`src/rtl/if_stage_if.sv`:
```
// Bundle of the fetch-stage handshakes: PC request side, instruction-memory
// request/response channel and the decode-facing instruction stream.
interface if_stage_if #(
    parameter int ADDR_W  = 32,
    parameter int INSTR_W = 32
);
    logic [ADDR_W-1:0]  pc_in;
    logic               pc_ready;
    logic               flush;
    logic               imem_req_valid;
    logic               imem_req_ready;
    logic [ADDR_W-1:0]  imem_req_addr;
    logic               imem_rsp_valid;
    logic [INSTR_W-1:0] imem_rsp_data;
    logic               inst_valid;
    logic               inst_ready;
    logic [INSTR_W-1:0] inst_data;
    logic [ADDR_W-1:0]  inst_pc;

    // Fetch stage view
    modport master (
        input  pc_in, flush, imem_req_ready, imem_rsp_valid, imem_rsp_data, inst_ready,
        output pc_ready, imem_req_valid, imem_req_addr, inst_valid, inst_data, inst_pc
    );

    // Surrounding pipeline / memory view
    modport slave (
        output pc_in, flush, imem_req_ready, imem_rsp_valid, imem_rsp_data, inst_ready,
        input  pc_ready, imem_req_valid, imem_req_addr, inst_valid, inst_data, inst_pc
    );
endinterface

```
`src/rtl/if_stage.sv`:
```
// Instruction fetch stage: issues PC requests to instruction memory under a
// credit rule (one buffer slot reserved per outstanding request), tracks
// in-flight addresses, drops responses made stale by a flush and buffers
// fetched {pc, instr} pairs for decode.
module if_stage #(
    parameter int ADDR_W  = 32,
    parameter int INSTR_W = 32,
    parameter int DEPTH   = 2
) (
    input logic       clk,
    input logic       rst,
    if_stage_if.master bus
);
    localparam int PW = $clog2(DEPTH);
    localparam int CW = PW + 1;
    localparam logic [CW-1:0] DEPTH_C = CW'(DEPTH);

    logic [CW-1:0]      cnt_o;
    logic [CW-1:0]      cnt_d;
    logic [CW-1:0]      cnt_c;
    logic [PW-1:0]      fl_wr;
    logic [PW-1:0]      fl_rd;
    logic [PW-1:0]      fi_wr;
    logic [PW-1:0]      fi_rd;
    logic [ADDR_W-1:0]  fl_pc   [DEPTH];
    logic [ADDR_W-1:0]  fi_pc   [DEPTH];
    logic [INSTR_W-1:0] fi_data [DEPTH];

    logic [CW:0] credit_used;
    logic        req_valid;
    logic        accept;
    logic        rsp_take;
    logic        push;
    logic        pop;

    // Request credit check and per-cycle transfer qualifiers
    always_comb begin
        credit_used = {1'b0, cnt_o} + {1'b0, cnt_c};
        req_valid   = rst && !bus.flush && (credit_used < {1'b0, DEPTH_C});
        accept      = req_valid && bus.imem_req_ready;
        rsp_take    = bus.imem_rsp_valid && (cnt_o != '0);
        push        = rsp_take && !bus.flush && (cnt_d == '0);
        pop         = (cnt_c != '0) && bus.inst_ready;
    end

    assign bus.imem_req_valid = req_valid;
    assign bus.imem_req_addr  = bus.pc_in;
    assign bus.pc_ready       = accept;
    assign bus.inst_valid     = (cnt_c != '0);
    assign bus.inst_data      = fi_data[fi_rd];
    assign bus.inst_pc        = fi_pc[fi_rd];

    // In-flight address queue and outstanding-request count
    always_ff @(posedge clk or negedge rst) begin
        if (!rst) begin
            fl_wr <= '0;
            fl_rd <= '0;
            cnt_o <= '0;
            fl_pc <= '{default: '0};
        end else begin
            if (accept) begin
                fl_pc[fl_wr] <= bus.pc_in;
                fl_wr        <= fl_wr + 1'b1;
            end
            if (rsp_take)
                fl_rd <= fl_rd + 1'b1;
            cnt_o <= cnt_o + CW'(accept) - CW'(rsp_take);
        end
    end

    // Stale-response drop count: loaded on flush with what is still in flight
    always_ff @(posedge clk or negedge rst) begin
        if (!rst)
            cnt_d <= '0;
        else if (bus.flush)
            cnt_d <= cnt_o - CW'(rsp_take);
        else if (rsp_take && (cnt_d != '0))
            cnt_d <= cnt_d - 1'b1;
    end

    // Instruction buffer toward decode; flush empties it
    always_ff @(posedge clk or negedge rst) begin
        if (!rst) begin
            fi_wr   <= '0;
            fi_rd   <= '0;
            cnt_c   <= '0;
            fi_pc   <= '{default: '0};
            fi_data <= '{default: '0};
        end else if (bus.flush) begin
            fi_wr <= '0;
            fi_rd <= '0;
            cnt_c <= '0;
        end else begin
            if (push) begin
                fi_pc[fi_wr]   <= fl_pc[fl_rd];
                fi_data[fi_wr] <= bus.imem_rsp_data;
                fi_wr          <= fi_wr + 1'b1;
            end
            if (pop)
                fi_rd <= fi_rd + 1'b1;
            cnt_c <= cnt_c + CW'(push) - CW'(pop);
        end
    end

`ifndef SYNTHESIS
    // A response with nothing outstanding is a memory protocol violation
    a_rsp_without_req: assert property (@(posedge clk) disable iff (!rst)
        bus.imem_rsp_valid |-> (cnt_o != '0));
    // The credit rule must keep the buffer from ever overflowing
    a_push_when_full: assert property (@(posedge clk) disable iff (!rst)
        push |-> (cnt_c != DEPTH_C));
`endif
endmodule
```
`src/flat_wrapper.sv`:
```
// flat-port wrapper written by rule: the top's interface ports become plain ports
module if_stage_flat 
#(
    parameter int ADDR_W  = 32,
    parameter int INSTR_W = 32,
    parameter int DEPTH   = 2
)
  (clk, rst, bus_pc_in, bus_flush, bus_imem_req_ready, bus_imem_rsp_valid, bus_imem_rsp_data, bus_inst_ready, bus_pc_ready, bus_imem_req_valid, bus_imem_req_addr, bus_inst_valid, bus_inst_data, bus_inst_pc);
  if_stage_if #(.ADDR_W(ADDR_W), .INSTR_W(INSTR_W)) bus_i ();
  input logic clk;
  input logic rst;
  input wire logic [$bits(bus_i.pc_in)-1:0] bus_pc_in;
  input wire logic [$bits(bus_i.flush)-1:0] bus_flush;
  input wire logic [$bits(bus_i.imem_req_ready)-1:0] bus_imem_req_ready;
  input wire logic [$bits(bus_i.imem_rsp_valid)-1:0] bus_imem_rsp_valid;
  input wire logic [$bits(bus_i.imem_rsp_data)-1:0] bus_imem_rsp_data;
  input wire logic [$bits(bus_i.inst_ready)-1:0] bus_inst_ready;
  output wire logic [$bits(bus_i.pc_ready)-1:0] bus_pc_ready;
  output wire logic [$bits(bus_i.imem_req_valid)-1:0] bus_imem_req_valid;
  output wire logic [$bits(bus_i.imem_req_addr)-1:0] bus_imem_req_addr;
  output wire logic [$bits(bus_i.inst_valid)-1:0] bus_inst_valid;
  output wire logic [$bits(bus_i.inst_data)-1:0] bus_inst_data;
  output wire logic [$bits(bus_i.inst_pc)-1:0] bus_inst_pc;
  assign bus_i.pc_in = bus_pc_in;
  assign bus_i.flush = bus_flush;
  assign bus_i.imem_req_ready = bus_imem_req_ready;
  assign bus_i.imem_rsp_valid = bus_imem_rsp_valid;
  assign bus_i.imem_rsp_data = bus_imem_rsp_data;
  assign bus_i.inst_ready = bus_inst_ready;
  assign bus_pc_ready = bus_i.pc_ready;
  assign bus_imem_req_valid = bus_i.imem_req_valid;
  assign bus_imem_req_addr = bus_i.imem_req_addr;
  assign bus_inst_valid = bus_i.inst_valid;
  assign bus_inst_data = bus_i.inst_data;
  assign bus_inst_pc = bus_i.inst_pc;
  if_stage #(.ADDR_W(ADDR_W), .INSTR_W(INSTR_W), .DEPTH(DEPTH)) u_core (.clk(clk), .rst(rst), .bus(bus_i));
endmodule
```
`config.mk`:
```
export PLATFORM = sky130hd
export DESIGN_NAME = if_stage_flat
export DESIGN_NICKNAME = d
export VERILOG_FILES = /design/src/rtl/if_stage_if.sv /design/src/rtl/if_stage.sv /design/src/flat_wrapper.sv
export SDC_FILE = /design/constraint.sdc
export NUM_CORES = 1
export LEC_CHECK = 0
export CELL_PAD_IN_SITES_DETAIL_PLACEMENT = 1
export CELL_PAD_IN_SITES_GLOBAL_PLACEMENT = 1
export CORE_UTILIZATION = 47
export CTS_CLUSTER_SIZE = 10
export DETAILED_ROUTE_END_ITERATION = 10
export GPL_TIMING_DRIVEN = 0
export PLACE_DENSITY = 0.86
export SLEW_MARGIN = 20
export SYNTH_ARGS = -nofsm -noshare
export SYNTH_HDL_FRONTEND = slang
export SYNTH_SLANG_ARGS = --single-unit
export TNS_END_PERCENT = 20
```
`constraint.sdc`:
```
create_clock -name clk -period 5.4 [get_ports clk]
set_clock_uncertainty 0.1 [all_clocks]
set_input_delay 1.62 -clock clk [delete_from_list [all_inputs] [get_ports clk]]
set_output_delay 1.62 -clock clk [all_outputs]
set_load 0.02 [all_outputs]
```
==> key figures, run 1 <==
Critical path
  • Crit path max-delay family: buffers and inverters
  • Slowest cell on the critical path: clkdlybuf4s50_1
  • Crit Path Category: in -> out
  • Buf/Inv on CP: 3
  • CP startpoint kind: input pin
  • Crit path DAT: 3.49 ns
  • CP dominant cell by count: clkdlybuf4s50_1
  • Required time of the worst setup path: 3.68 ns
  • Crit. End Element: primary output
  • CP max stage delay: 0.65 ns
  • Crit path max fanout: 4
  • Critical-path cell list: clkdlybuf4s50_1, nor4b_4, nand2_1, inv_1, clkdlybuf4s50_1

Global route
  • Largest net degree at the start of global routing: 95
  • Met3 usage: under 10%
  • Met1 usage: approximately 27%
  • First-pass GRT wire length: 35,500 µm
  • Grt ovf: 0
  • All-layer global routing usage: 22.47%
  • Initial antenna violation count: 0
  • Number of global-route vias before repair: 6,556
  • Met2 usage in global routing: 41.74%
  • GRT busiest layer: met2

Clock network
  • Sink Count: just over 200
  • Skew-Pair Late Insertion Delay: 0.50 ns
  • CTS tree: yes
  • Postcts setup bufs: 0
  • Post-CTS Resized: 0
  • Worst-path clk slew: 0.05 ns
  • Clock root buffer: clkbuf_16
  • Clk buf depth: 3
  • Cts bufs inserted: 24
  • Cts hold-fix bufs: 0
  • Max H-tree Level: 1

Place
  • Detailed Place HPWL: around 15,000 µm
  • Port buffer count: 168
  • GPL Wtd Cong: approximately 0.73
  • Area of placed instances: 11,390 µm²

Synthesis
  • Compound-Gate Fraction of Synth Area: 0.5103%
  • Synthesized Nets: 679
  • Multiplexer share of the synthesized area: 36.78%
  • Post-synthesis sequential area ratio: ~54%
  • Main combinational cell family by area after synthesis: multiplexers
  • Avg Cell Area, Syn: 15.48 µm²
  • XOR/XNOR Fraction of Synth Area: less than 1%
  • FFs w/ async S/R, synth: 100.0%
  • Synth Area in Adders: 1.021%
  • Syn Std Cell Area: 9316 µm²
  • Synth Warn #: 0
  • Netlist cell types: 31
  • Main synth FF type: dfrtp_1
  • FF+latch count, synth: 202
  • Synth Area in Simple Gates: under 10%
  • Synth Instances: roughly 600
  • EDFF count, synth: 0

Final layout
  • N_diodes: 0
  • Most frequent cells in the layout: 229 x mux2_2, 202 x dfrtp_1, 167 x clkdlybuf4s50_1
  • Synth-to-Final Area Change: 29.63%
  • Commonest non-fill, non-tap cell in the layout: mux2_2
  • Fin area: 12,080 µm²
  • Util after Layout: 62.05%
  • Filler cell count: 1,822
  • Share of cells above drive strength 1: 45.34%
  • # nets final: 876

Worst hold path
  • Type of the most critical hold path: reg -> reg

Route
  • DRC viols: 0
  • DR vias: 5,546
  • Via-to-Cell Ratio: 5.183
  • Total Wirelength: between 20,000 and 25,000 µm
  • Mean routed wirelength per cell: ~21 µm
  • DRT Pass-1 Iters: 4
  • DRT iter0 DRCs: approximately 140
  • Routed Antenna Nets: 0

STA
  • Sum of negative setup slack: 0 ns
  • Final Hold Fails: 0
  • Final Critical Period: about 5.2 ns
  • Tightest Pin Transition: between 0.9 and 1 ns
  • RSZ-0062 raised after global routing: false
  • Fin crit share: 96.51%
  • Final setup violation count: 0
  • Final-report max-slew violation count: 0
  • Final Hold Slack: roughly 0.39 ns
  • Max-Slew Margin vs Limit: between 30% and 40%
  • Max Freq: 191.9 MHz

Floorplanning
  • Core ar.: 19,460 µm²
  • Initial Util: 47.87%
  • Die span in x: 142.8 µm
  • Die Height: ~140 µm
  • IO Count: 169
  • Die ar.: 20,390 µm²
  • Row Count: 51

Pwr
  • Leak: 5.612 nW
  • Worst VDD drop: 0.3114 mV
  • PwrDens: 585.8 nW/µm²

Outcome
  • Outcome: complete, no violations

Job
  • Max cap viols: 0
[metal layers]
layer  share of wire (%)  vias up
met4                 2.0        0
met2                  54      111
met1                  41     2921
met3                 2.8       36
met5                   0        -
li1                    -     2478
[final timing paths]
kind,start,to,slack [ns],cells past startpoint
min in group asynchronous,rst,u_core.fi_data[51]$_DFFE_PN0P_,0.84,1
min reg2reg,u_core.fl_pc[16]$_DFFE_PN0P_,u_core.fl_pc[16]$_DFFE_PN0P_,0.39,1
min,u_core.fl_pc[16]$_DFFE_PN0P_,u_core.fl_pc[16]$_DFFE_PN0P_,0.39,1
max in group asynchronous,rst,u_core.fl_pc[53]$_DFFE_PN0P_,3.34,3
max,bus_flush,bus_pc_ready,0.19,5
max reg2reg,u_core.cnt_o[0]$_DFF_PN0_,u_core.cnt_o[1]$_DFF_PN0_,2.79,10
[cell type report]
| cell class | instances | area, µm² | share of cell area [%] |
|---|---|---|---|
| plain buffers | 63 | 455.4 | 3.771 |
| clock buffers | 32 | 661.9 | 5.481 |
| well taps | 265 | 331.6 | 2.746 |
| repair buffers | 171 | 1767 | 14.63 |
| flip-flops and latches | 202 | 5055 | 41.86 |
| multi-input cells | 327 | 3769 | 31.21 |
| inverters | 10 | 37.54 | 0.3108 |
[flip-flops by register name, indices dropped and copies added (netlist names)]
signal and flops:
u_core.fi_data 64, u_core.fi_pc 64, u_core.fl_pc 64, u_core.cnt_c 2, u_core.cnt_d 2, u_core.cnt_o 2
u_core.fi_rd 1, u_core.fi_wr 1, u_core.fl_rd 1, u_core.fl_wr 1
[where the power goes]
part,leakage (nW),internal [W],switching (W)
Combinational,2.71,0.00177,0.00134
Clock,0.322,0.000838,0.000573
Sequential,2.58,0.00218,0.000370
Total,5.61,0.00479,0.00229
[cell families (layout without fill, tap and decap cells)]
logic type | after synthesis | in the layout
multiplexers | 288 | 288
flip-flops | 202 | 202
buffers and inverters | 73 | 276
AND/OR/NAND/NOR | 18 | 18
XOR/XNOR | 8 | 8
adder cells (fa/ha/maj) | 7 | 7
AO/OA/AOI/OAI | 6 | 6
[worst register-to-register path: stages, from the launching register on]
cell and delay [ns]:
dfrtp_1 0.40, inv_1 0.09, nor2_1 0.07, fa_1 0.52, nor4b_4 0.36, nand2_1 0.17, ha_1 0.31, inv_1 0.04
ha_1 0.18, xnor2_1 0.13, xnor2_1 0.12
[cells in the mapped netlist (2+ instances only)]
| master | count | area [µm²] |
|---|---|---|
| buf_2 | 7 | 35.03 |
| buf_4 | 32 | 240.2 |
| buf_6 | 12 | 135.1 |
| clkbuf_1 | 12 | 45.04 |
| dfrtp_1 | 202 | 5055 |
| ha_1 | 6 | 75.07 |
| inv_1 | 9 | 33.78 |
| mux2_1 | 10 | 112.6 |
| mux2_2 | 229 | 2579 |
| mux2_4 | 49 | 735.7 |
| nand2_1 | 4 | 15.01 |
| nor2_1 | 4 | 15.01 |
| nor3_1 | 2 | 10.01 |
| xnor2_1 | 6 | 52.55 |
| xor2_1 | 2 | 17.52 |
[metrics by stage]
step	worst slack, ns	instances	power (W)
after floorplan	1.249	602	0.004477
after global placement	-6.689	1035	0.005467
after detailed placement	0.1241	1037	0.005685
after CTS	0.1131	1069	0.007160
after global routing	0.1024	1070	0.007462
final	0.1882	1070	0.007074
(Power assumes the default switching activity.)
==> inputs of run 2 (changes only) <==
--- a/config.mk
+++ b/config.mk
@@ -7,11 +7,11 @@
 export LEC_CHECK = 0
 export CELL_PAD_IN_SITES_DETAIL_PLACEMENT = 1
 export CELL_PAD_IN_SITES_GLOBAL_PLACEMENT = 1
-export CORE_UTILIZATION = 47
+export CORE_UTILIZATION = 44
 export CTS_CLUSTER_SIZE = 10
 export DETAILED_ROUTE_END_ITERATION = 10
 export GPL_TIMING_DRIVEN = 0
-export PLACE_DENSITY = 0.86
+export PLACE_DENSITY = 0.82
 export SLEW_MARGIN = 20
 export SYNTH_ARGS = -nofsm -noshare
 export SYNTH_HDL_FRONTEND = slang
==> constraint.sdc (replaced) <==
create_clock -name clk -period 5.5 [get_ports clk]
set_clock_uncertainty 0.1 [all_clocks]
set_input_delay 1.65 -clock clk [delete_from_list [all_inputs] [get_ports clk]]
set_output_delay 1.65 -clock clk [all_outputs]
set_load 0.02 [all_outputs]
==> key figures, run 2 (synthesized netlist as in run 1, its figures left out) <==
Outcome
  • Outcome: complete, no violations

Final layout
  • Util after Layout: 59.07% (-3.0 points)
  • Biggest regs: u_core.fi_data: 64 flops, u_core.fi_pc: 64 flops, u_core.fl_pc: 64 flops
  • Most frequent cells in the layout: 229 x mux2_2, 202 x dfrtp_1, 167 x clkdlybuf4s50_1
  • Commonest non-fill, non-tap cell in the layout: mux2_2
  • Filler cell count: 1,929 (+5.9%)
  • Non-filler instance count after layout: 1,074 (+0.37%)
  • N_diodes: 0 (unchanged)
  • Synth-to-Final Area Change: 29.95%
  • Multi-input logic area: 3769 µm² (unchanged)
  • # nets final: 876 (unchanged)
  • Share of cells above drive strength 1: 45.52% (+0.18 points)
  • Reg area: 5055 µm² (unchanged)

Clock network
  • Postcts setup bufs: 0 (unchanged)
  • Worst-path clk slew: 0.05 ns (about the same)
  • Clock root buffer: clkbuf_16
  • CTS tree: yes
  • Clk buf depth: 3 (unchanged)
  • Sink Count: 202 (unchanged)
  • Skew-Pair Late Insertion Delay: 0.50 ns (about the same)
  • Max H-tree Level: 1 (unchanged)
  • Cts bufs inserted: 24 (unchanged)

Floorplanning
  • Row Count: 52 (+2.0%)
  • Die Height: 147.5 µm (+3.3%)
  • Die span in x: 147.5 µm (+3.3%)
  • Core ar.: 20,490 µm² (+5.3%)
  • IO Count: 169 (unchanged)
  • Die ar.: 21,760 µm² (+6.7%)
  • Initial Util: 45.46% (-2.4 points)

Critical path
  • Crit path DAT: 3.58 ns (+0.09 ns)
  • Critical-path cell list: clkdlybuf4s50_1, nor4b_4, nand2_1, inv_1, clkdlybuf4s50_1
  • CP dominant cell by count: clkdlybuf4s50_1
  • Crit Path Category: in -> out
  • Crit path max fanout: 4 (unchanged)
  • Slowest cell on the critical path: clkdlybuf4s50_1
  • Crit. End Element: primary output
  • CP max stage delay: 0.64 ns (about the same)
  • Required time of the worst setup path: 3.75 ns (+0.07 ns)
  • CP startpoint kind: input pin

Place
  • GPL Wtd Cong: 0.7129 (-1.9%)
  • Dpl cells: 1,041 (+0.39%)
  • Detailed Place HPWL: 14,840 µm (-3.1%)
  • Port buffer count: 168 (unchanged)

STA
  • Final setup violation count: 0 (unchanged)
  • Fin crit share: 96.91%
  • Final-report max-slew violation count: 0 (unchanged)
  • Tightest Pin Transition: 1.017 ns (+0.03025 ns)
  • RSZ-0062 raised after global routing: false
  • Max-Slew Margin vs Limit: 31.71% (-2.0 points)
  • Final Critical Period: 5.330 ns
  • Max Freq: 187.6 MHz
  • Final Hold Fails: 0 (unchanged)

Route
  • Routed Antenna Nets: 0 (unchanged)
  • Total Wirelength: 22,110 µm (-0.80%)
  • DR vias: 5,492 (-0.97%)
  • DRT Pass-1 Iters: 4 (unchanged)
  • DRC viols: 0 (unchanged)
  • Mean routed wirelength per cell: 20.59 µm (-1.2%)
  • Via-to-Cell Ratio: 5.114 (-1.3%)
  • DRT iter0 DRCs: 107 (-22%)

Pwr
  • Worst VDD drop: 0.2813 mV (-9.7%)
  • Leak: 5.628 nW (+0.30%)
  • PwrDens: 573.9 nW/µm² (-2.0%)

Global route
  • Largest net degree at the start of global routing: 102 (+7.4%)
  • Grt ovf: 0 (unchanged)
  • Met3 usage: 3.457% (+0.77 points)
  • First-pass GRT wire length: 36,310 µm (+2.3%)
  • Met1 usage: 27.37% (-0.096 points)
  • Met2 usage in global routing: 37.36% (-4.4 points)
  • Number of global-route vias before repair: 6,476 (-1.2%)
  • All-layer global routing usage: 21.19% (-1.3 points)
  • Initial antenna violation count: 0 (unchanged)
  • GRT busiest layer: met2

Worst hold path
  • Type of the most critical hold path: reg -> reg

Job
  • Max cap viols: 0 (unchanged)
[run 2: cell types whose count changed in the layout (fill, tap and decap cells not counted), sizes merged]
| cell | change |
|---|---|
| buf | -1 |
| bufbuf | +1 |
| clkbuf | -1 |
[run 2: report_power, final]
| part | total (W) | leakage [nW] | switching, W | internal, W |
|---|---|---|---|---|
| Clock | 0.00139 | 0.327 | 0.000558 | 0.000832 |
| Combinational | 0.00307 | 2.72 | 0.00132 | 0.00174 |
| Sequential | 0.00249 | 2.58 | 0.000355 | 0.00214 |
[run 2: layout make-up]
cell class | instances | area share, %
Buffer | 63 | 3.762
Tap cell | 270 | 2.790
Sequential cell | 202 | 41.75
Timing Repair Buffer | 171 | 14.74
Multi-Input combinational cell | 327 | 31.13
Inverter | 10 | 0.3100
Clock buffer | 31 | 5.519
[run 2: worst max-delay path, delay by kind of cell]
family	cells	cell delay [ns]
simple gates	2	0.64
buf+inv	3	1.29
[run 2: routing by layer]
| metal | vias up | share of wire, % |
|---|---|---|
| li1 | 2488 | - |
| met5 | - | 0 |
| met2 | 124 | 52 |
| met3 | 27 | 4.0 |
| met1 | 2853 | 42 |
| met4 | 0 | 1.5 |
[run 2: worst paths after layout]
check	start	endpoint	slack (ns)	cells after the start
max in group asynchronous	rst	u_core.fi_data[2]$_DFFE_PN0P_	3.67	2
setup / recovery	bus_flush	bus_pc_ready	0.17	5
setup reg to reg	u_core.cnt_o[0]$_DFF_PN0_	u_core.cnt_o[1]$_DFF_PN0_	2.72	10
hold / removal	u_core.fi_pc[10]$_DFFE_PN0P_	u_core.fi_pc[10]$_DFFE_PN0P_	0.39	1
min in group asynchronous	rst	u_core.fl_rd$_DFFE_PN0P_	0.92	1
hold reg to reg	u_core.fi_pc[10]$_DFFE_PN0P_	u_core.fi_pc[10]$_DFFE_PN0P_	0.39	1
[run 2: repair_timing]
action | CTS | global route
hold buffers | 0 | 0
hold endpoints to repair | 0 | 0
setup endpoints to repair | 2 | 1
resized for setup | 2 | 0
cloned | 1 | 1
[run 2: through the flow]
| step | area, µm² | setup WS, ns | setup TNS [ns] | hold WS [ns] | total power, W |
|---|---|---|---|---|---|
| floorplan | 9316 | 1.289 | 0 | 0.3522 | 0.004396 |
| global placement | 11340 | -6.761 | -1426.28 | 0.3632 | 0.005378 |
| detailed placement | 11370 | -0.3943 | -0.5649 | 0.3798 | 0.005570 |
| CTS | 12080 | 0.009028 | 0 | 0.3972 | 0.007038 |
| global route | 12110 | 0.07196 | 0 | 0.4188 | 0.007337 |
| finish | 12110 | 0.1699 | 0 | 0.3941 | 0.006948 |
